===== src/rtl/player_ctrl.sv =====
// player_ctrl: per-frame player motion, lives/invulnerability FSM and shot cooldown
module player_ctrl #(
  parameter int X_MIN         = 0,
  parameter int X_MAX         = 639,
  parameter int Y_MIN         = 0,
  parameter int Y_MAX         = 479,
  parameter int X_START       = 320,
  parameter int Y_START       = 440,
  parameter int SIZE          = 5,
  parameter int STEP          = 2,
  parameter int KEY_SLOTS     = 2,
  parameter int LIVES_INIT    = 3,
  parameter int LIVES_W       = 2,
  parameter int INVULN_FRAMES = 60,
  parameter int SHOT_COOLDOWN = 15
) (
  input  logic                   frame_clk,
  input  logic                   Reset_n,
  input  logic [8*KEY_SLOTS-1:0] keycode,
  input  logic                   collision,
  output logic [9:0]             PlayerX,
  output logic [9:0]             PlayerY,
  output logic [9:0]             PlayerS,
  output logic [LIVES_W-1:0]     lives,
  output logic                   invuln,
  output logic                   game_over,
  output logic                   player_shoot
);
  localparam logic [1:0] ALIVE  = 2'd0;
  localparam logic [1:0] INVULN = 2'd1;
  localparam logic [1:0] DEAD   = 2'd2;
  logic [1:0] state;
  logic [15:0] cd, invuln_cnt;
  logic k_l, k_r, k_u, k_d, k_f;
  logic signed [10:0] dx, dy, nx, ny;
  logic hit, dying, fire;
  function automatic logic [9:0] clamp(input logic signed [10:0] v, input int lo, input int hi);
    return v < $signed(11'(lo)) ? 10'(lo) : v > $signed(11'(hi)) ? 10'(hi) : v[9:0];
  endfunction
  always_comb begin
    k_l = 1'b0;
    k_r = 1'b0;
    k_u = 1'b0;
    k_d = 1'b0;
    k_f = 1'b0;
    for (int i = 0; i < KEY_SLOTS; i++) begin
      k_l |= keycode[8*i+:8] == 8'h04;
      k_r |= keycode[8*i+:8] == 8'h07;
      k_u |= keycode[8*i+:8] == 8'h1A;
      k_d |= keycode[8*i+:8] == 8'h16;
      k_f |= keycode[8*i+:8] == 8'h2C;
    end
    dx = (k_r && !k_l) ? 11'(STEP) : (k_l && !k_r) ? -11'(STEP) : 11'sd0;
    dy = (k_d && !k_u) ? 11'(STEP) : (k_u && !k_d) ? -11'(STEP) : 11'sd0;
    nx = $signed({1'b0, PlayerX}) + dx;
    ny = $signed({1'b0, PlayerY}) + dy;
    hit = state == ALIVE && collision;
    dying = hit && lives <= LIVES_W'(1);
    // the frame that enters DEAD must not fire
    fire = k_f && cd == 16'd0 && state != DEAD && !dying;
  end
  always_ff @(posedge frame_clk) begin
    if (!Reset_n) begin
      PlayerX      <= 10'(X_START);
      PlayerY      <= 10'(Y_START);
      lives        <= LIVES_W'(LIVES_INIT);
      state        <= ALIVE;
      cd           <= 16'd0;
      invuln_cnt   <= 16'd0;
      player_shoot <= 1'b0;
    end else begin
      if (state != DEAD) begin
        PlayerX <= clamp(nx, X_MIN + SIZE, X_MAX - SIZE);
        PlayerY <= clamp(ny, Y_MIN + SIZE, Y_MAX - SIZE);
      end
      player_shoot <= fire;
      cd <= fire ? 16'(SHOT_COOLDOWN) : cd == 16'd0 ? cd : cd - 16'd1;
      if (hit) begin
        lives      <= lives - LIVES_W'(1);
        state      <= dying ? DEAD : INVULN;
        invuln_cnt <= 16'(INVULN_FRAMES - 1);
      end else if (state == INVULN) begin
        state      <= invuln_cnt == 16'd0 ? ALIVE : INVULN;
        invuln_cnt <= invuln_cnt == 16'd0 ? invuln_cnt : invuln_cnt - 16'd1;
      end
    end
  end
  assign PlayerS   = 10'(SIZE);
  assign invuln    = state == INVULN;
  assign game_over = state == DEAD;
endmodule


===== config.mk =====
export PLATFORM = sky130hd
export DESIGN_NAME = player_ctrl
export DESIGN_NICKNAME = d
export VERILOG_FILES = /design/src/rtl/player_ctrl.sv
export SDC_FILE = /design/constraint.sdc
export NUM_CORES = 1
export LEC_CHECK = 0
export CELL_PAD_IN_SITES_DETAIL_PLACEMENT = 0
export CELL_PAD_IN_SITES_GLOBAL_PLACEMENT = 1
export CORE_ASPECT_RATIO = 0.6
export CORE_MARGIN = 2
export CORE_UTILIZATION = 41
export DETAILED_ROUTE_END_ITERATION = 10
export PLACE_DENSITY_LB_ADDON = 0.1
export SYNTH_ARGS = -nofsm -noshare
export SYNTH_HDL_FRONTEND = slang
export SYNTH_SLANG_ARGS = --single-unit

===== constraint.sdc =====
create_clock -name frame_clk -period 5.06 [get_ports frame_clk]
set_input_delay 0.759 -clock frame_clk [delete_from_list [all_inputs] [get_ports frame_clk]]
set_output_delay 0.759 -clock frame_clk [all_outputs]
set_load 0.03 [all_outputs]

### Word-level counts from Yosys, hierarchy flattened

Index checks and enable logic that the tools add are counted.

* word-level logic and storage cells: 80
* input bits: 19
* flip-flop bits (word level): 57

* mux-type cells: 17
* bitwise logic cells: 7
* eq/ne operators: 15
* $add $sub $neg: 5
* magnitude comparators: 5
* reduce and logical (&&, ||, !) cells: 22

Operators by type and width (number)
* two-way mux 11 bit: 4
* two-way mux 10 bit: 4
* == test 8 x 3 -> 1 bit (second input constant): 4
* == test 8 x 5 -> 1 bit (second input constant): 4
* logical NOT 16 bit: 2
* subtractor 16 x 1 -> 16 bit (second input constant): 2
* adder 11 bit: 2
* less-than comparator 11 x 4 -> 1 bit (second input constant): 2
* two-way mux 6 bit: 3
* == test 8 x 6 -> 1 bit (second input constant): 2
* greater-than comparator 11 x 10 -> 1 bit (second input constant): 1
* greater-than comparator 11 bit (second input constant): 1
* logical AND 1 bit: 9
* two-way mux 4 bit: 2
* two-way mux 2 bit: 3
* inequality test 2 bit (second input constant): 3
* logical NOT 1 bit: 5
* OR 1 bit: 5
* AND reduction 2 bit: 2
* OR reduction 2 bit: 2
* == test 2 x 1 -> 1 bit (second input constant): 1
* == test 2 bit (second input constant): 1
* less-or-equal comparator 2 x 1 -> 1 bit (second input constant): 1
* logical NOT 2 bit: 1
* other kinds (4): 5

### Depth between registers and ports, before layout

* word-level depth: 10
* mapped depth: 15

### Worst setup path before layout

No wires, ideal clock.

* path type: input port to flip-flop
* start point: in keycode[5]
* end point: reg PlayerY[3]
* arrival time: 3.957 ns
* setup slack: 0.980 ns
* buffers on the path: 0
* data required time: 4.937 ns
* stages on the path: 13
* cell sequence: or3_1 > nor3_1 > nand3b_1 > o21ai_0 > ha_1 > ha_1 > a211oi_1 > o21ai_0 > xor2_1 > or4_1 > o31ai_1 > nand2b_1 > o21ai_0

* cells in the longest elaborated chain, start to end: 10
* elaborated cells on any way between the ends: 15
* those cells by class: add/sub (1); order compare (2); eq/ne (2); mux (4); bitwise (2); reduce/logical (4)

Ends and longest elaborated chain
* start, declared: line 19 `input logic [8*KEY_SLOTS-1:0] keycode,`
* == test 8 x 5 -> 1 bit: line 50 `k_d |= keycode[8*i+:8] == 8'h16;`
* OR 1 bit: line 50
* logical NOT 1 bit: line 54 `dy = (k_d && !k_u) ? 11'(STEP) : (k_u && !k_d) ? -11'(STEP) : 11'sd0;`
* logical AND 1 bit: line 54
* two-way mux 11 bit: line 54
* two-way mux 11 bit *: line 54
* adder 11 bit *: line 56 `ny = $signed({1'b0, PlayerY}) + dy;`
* greater-than comparator 11 x 10 -> 1 bit: line 38 `return v < $signed(11'(lo)) ? 10'(lo) : v > $signed(11'(hi)) ? 10'(hi) : v[9:0];`
* two-way mux 10 bit: line 38
* two-way mux 10 bit *: line 38
* end signal, assigned: line 65 `PlayerY <= 10'(Y_START);`
* end signal, assigned: line 74 `PlayerY <= clamp(ny, Y_MIN + SIZE, Y_MAX - SIZE);`
* end, declared: line 22 `output logic [9:0] PlayerY,`

Mark *: on every way between the ends. The rest lies on a longest branch, timed or not.
A chain may end at the register's enable or synchronous reset.

### Final worst setup path

* start point: in keycode[7]
* end point: reg PlayerY[4]

The elaborated chain is that of the path after synthesis.

==> flow_metrics.tcl <==
set metrics [dict create \
    r2r_end "PlayerY[4]" \
    port_buffers 43 \
    die-area_mm2 0.00974 \
    cpPeakStageDelay_ns 0.50 \
    clkTransAtPathRegs_ns 0.05 \
    status "complete, no violations" \
    hold_viol 0 \
    drt-initial-drc-count 219 \
    critPathCapture "PlayerY[4]" \
    cts_resized 0 \
    cts-root-buf "clkbuf_16" \
    cp.depth 15 \
    yosysTopAreaCellShare 0.311 \
    die_y_um 77.3 \
    cts_sinks 57 \
    period_share 0.909 \
    avgSynthCellArea_um2 8.19 \
    htreeDepth 3 \
    rsz0062_at_grt "false" \
    grt_max_degree 26 \
    p_total_w 0.00196 \
    p_leak_nw 1.83 \
    peakVddDrop_mv 0.218 \
    layout_common_cells "57 x dfxtp_1, 53 x nor2_1, 43 x clkdlybuf4s50_1, 34 x a21oi_1" \
    seq_area_frac_synth 0.311 \
    synth-compound-area-share 0.233 \
    crit_required_ns 5.27 \
    ant_nets 0 \
    grt_use_total 0.195 \
    synth_area_mm2 0.00367 \
    pre_cts_ws_ns 0.154 \
    rr_worst_depth 9 \
    setup_viol 0 \
    clock_path_buffers 2 \
    gp_congestion 0.860 \
    fmax_mhz 217 \
    place_inst 596 \
    cts_buffers 9 \
    overflow 0 \
    cp.arrival_ns 4.81 \
    cp_common_cell "ha_1" \
    routed_via_density 5.49 \
    clk_latency_ns 0.33 \
    post_drt_wl_per_cell_um 14.9 \
    first_pass_iters 4 \
    cts_setup_buffers 0 \
    synth-xor-area-share 0.0716 \
    drt_wl_total_um 9100 \
    drive_gt1_frac 0.0800 \
    critical_path_class "in -> reg" \
    synth_area_leader_cell "dfxtp_1" \
    async_reset_ff_frac 0 \
    fin_crit_ns 4.60 \
    drcViolationCount 0 \
    cts_hold_buf 0 \
    grt_pass1_vias 3091 \
    finalNonFillerCells 612 \
    dieWidth_um 126 \
    dp_hpwl_um 6850 \
    synth-simple-area-share 0.236 \
    path_delay_family "simple AND/OR/NAND/NOR gates" \
    cp-end-kind "flop" \
    syn_inst 448 \
    worstPathCellList "clkdlybuf4s50_1, or3_1, nor3_1, a2bb2oi_1, ha_1, inv_1, ha_1, fa_1, a21oi_1, o2111ai_1, xor2_1, or4_1, o31ai_1, nand2b_1, o21ai_0" \
    grt_pass1_wl_um 15200 \
    power_density_mw_per_mm2 434 \
    maxCapViolCount 0 \
    pin_count 54 \
    cts_tree "done" \
    core_area_mm2 0.00859 \
    crit_fanout 4 \
    initial_utilization 0.427 \
    synth_fa_ha_area_frac 0.0894 \
    ys_types 67 \
    synth_top_family_by_area "simple AND/OR/NAND/NOR gates" \
    muxShareOfSynthArea 0.00307 \
    crit_slowest_cell "or4_1" \
    nets 539 \
    antenna_found_initial 0 \
    setup_ws_ns 0.461 \
    ys_top_cells_by_area "dfxtp_1 31%, ha_1 7.8%, nor2_1 5.4%" \
    synth-seq-cells 57 \
    syn_to_final_growth_pct 22.8 \
    num_rows 26 \
    vias 3361 \
    reg2reg_from "PlayerY[1]" \
    path_buf_inv 2 \
    timing.setup.tns_ns 0 \
    holdWs_ns 0.499 \
    antenna_cells 0 \
    report.final.slew_viol_count 0 \
    crit_path_start "keycode[7]" \
    synth_edf_count 0 \
    worstSetupStartpointType "primary input" \
    ys_warn_count 0 \
    slew_headroom 0.498 \
    r2r_setup_slack_ns 2.01 \
    fin_skew_ns 0.00647 \
    synth_flop_cell "dfxtp_1" \
    final_common_cell "dfxtp_1" \
    worst_pin_slew_ns 0.750 \
    hold_path_class "reg -> reg" \
]
-- cell type report --
class | instances | area, um2
clock buffer | 11 | 233
clock inverter | 5 | 80.1
fill | 809 | 4080
inverter | 18 | 67.6
multi-input combinational | 359 | 2360
sequential | 57 | 1140
tap | 112 | 140
timing repair buffer | 50 | 483
-- where the power goes --
part / leakage (nW) / total, W / internal (W) / switching, W
Sequential: 0.466 / 0.000619 / 0.000536 / 0.0000836
Clock: 0.146 / 0.000649 / 0.000430 / 0.000219
Combinational: 1.22 / 0.000689 / 0.000291 / 0.000398
-- worst reg2reg max path: stages, from the launching register on --
cell and delay (ns):
dfxtp_1 0.34, ha_1 0.26, fa_1 0.44, a21oi_1 0.25, o2111ai_1 0.20, xor2_1 0.21, or4_1 0.50, o31ai_1 0.44
nand2b_1 0.18, o21ai_0 0.10
-- worst min path at each step --
| stage | cells past startpoint | start | endpoint |
|---|---|---|---|
| floorplan | 2 | invuln_cnt[5] | invuln_cnt[5] |
| finish | 2 | invuln_cnt[5] | invuln_cnt[5] |
| detailed placement | 2 | invuln_cnt[5] | invuln_cnt[5] |
| global placement | 2 | invuln_cnt[5] | invuln_cnt[5] |
| CTS | 2 | invuln_cnt[5] | invuln_cnt[5] |
| global route | 2 | invuln_cnt[5] | invuln_cnt[5] |
-- cells in the mapped netlist (5+ instances only) --
library cell,number
nand3_1,12
nor2_1,53
xor2_1,9
nor3_1,17
or3_1,6
o21ai_0,28
ha_1,23
clkbuf_1,10
a31oi_1,5
dfxtp_1,57
buf_4,10
inv_1,17
a21oi_1,34
nand2_1,28
nand2b_1,9
a211oi_1,11
xnor2_1,21
nor4_1,10
o211ai_1,6
a21o_1,5
-- state kept, by name (all words and copies together), names as in the netlist --
register	cells
PlayerX	10
PlayerY	10
cd	16
invuln_cnt	16
lives	2
player_shoot	1
state	2
-- metal layers --
metal / up-vias / wire (um) / GRT usage
li1: 1732 / - / -
met1: 1547 / 4930 / 0.295
met2: 80 / 3620 / 0.270
met3: 2 / 516 / 0.0537
met4: 0 / 30 / 0.0495
met5: - / 0 / 0
-- through the flow --
step	util	instance area, um2
floorplan	-	3700
global placement	0.488	4190
detailed placement	0.488	4190
CTS	0.524	4500
global route	0.524	4500
finish	0.524	4500
-- logic make-up after synthesis --
family,Yosys count
compound gates,125
xor+xnor,30
fa+ha+maj,25
buf+inv,40
flops,57
mux,1
other cells,2
simple gates,168
Note: power is estimated with default switching activity, not from simulation.
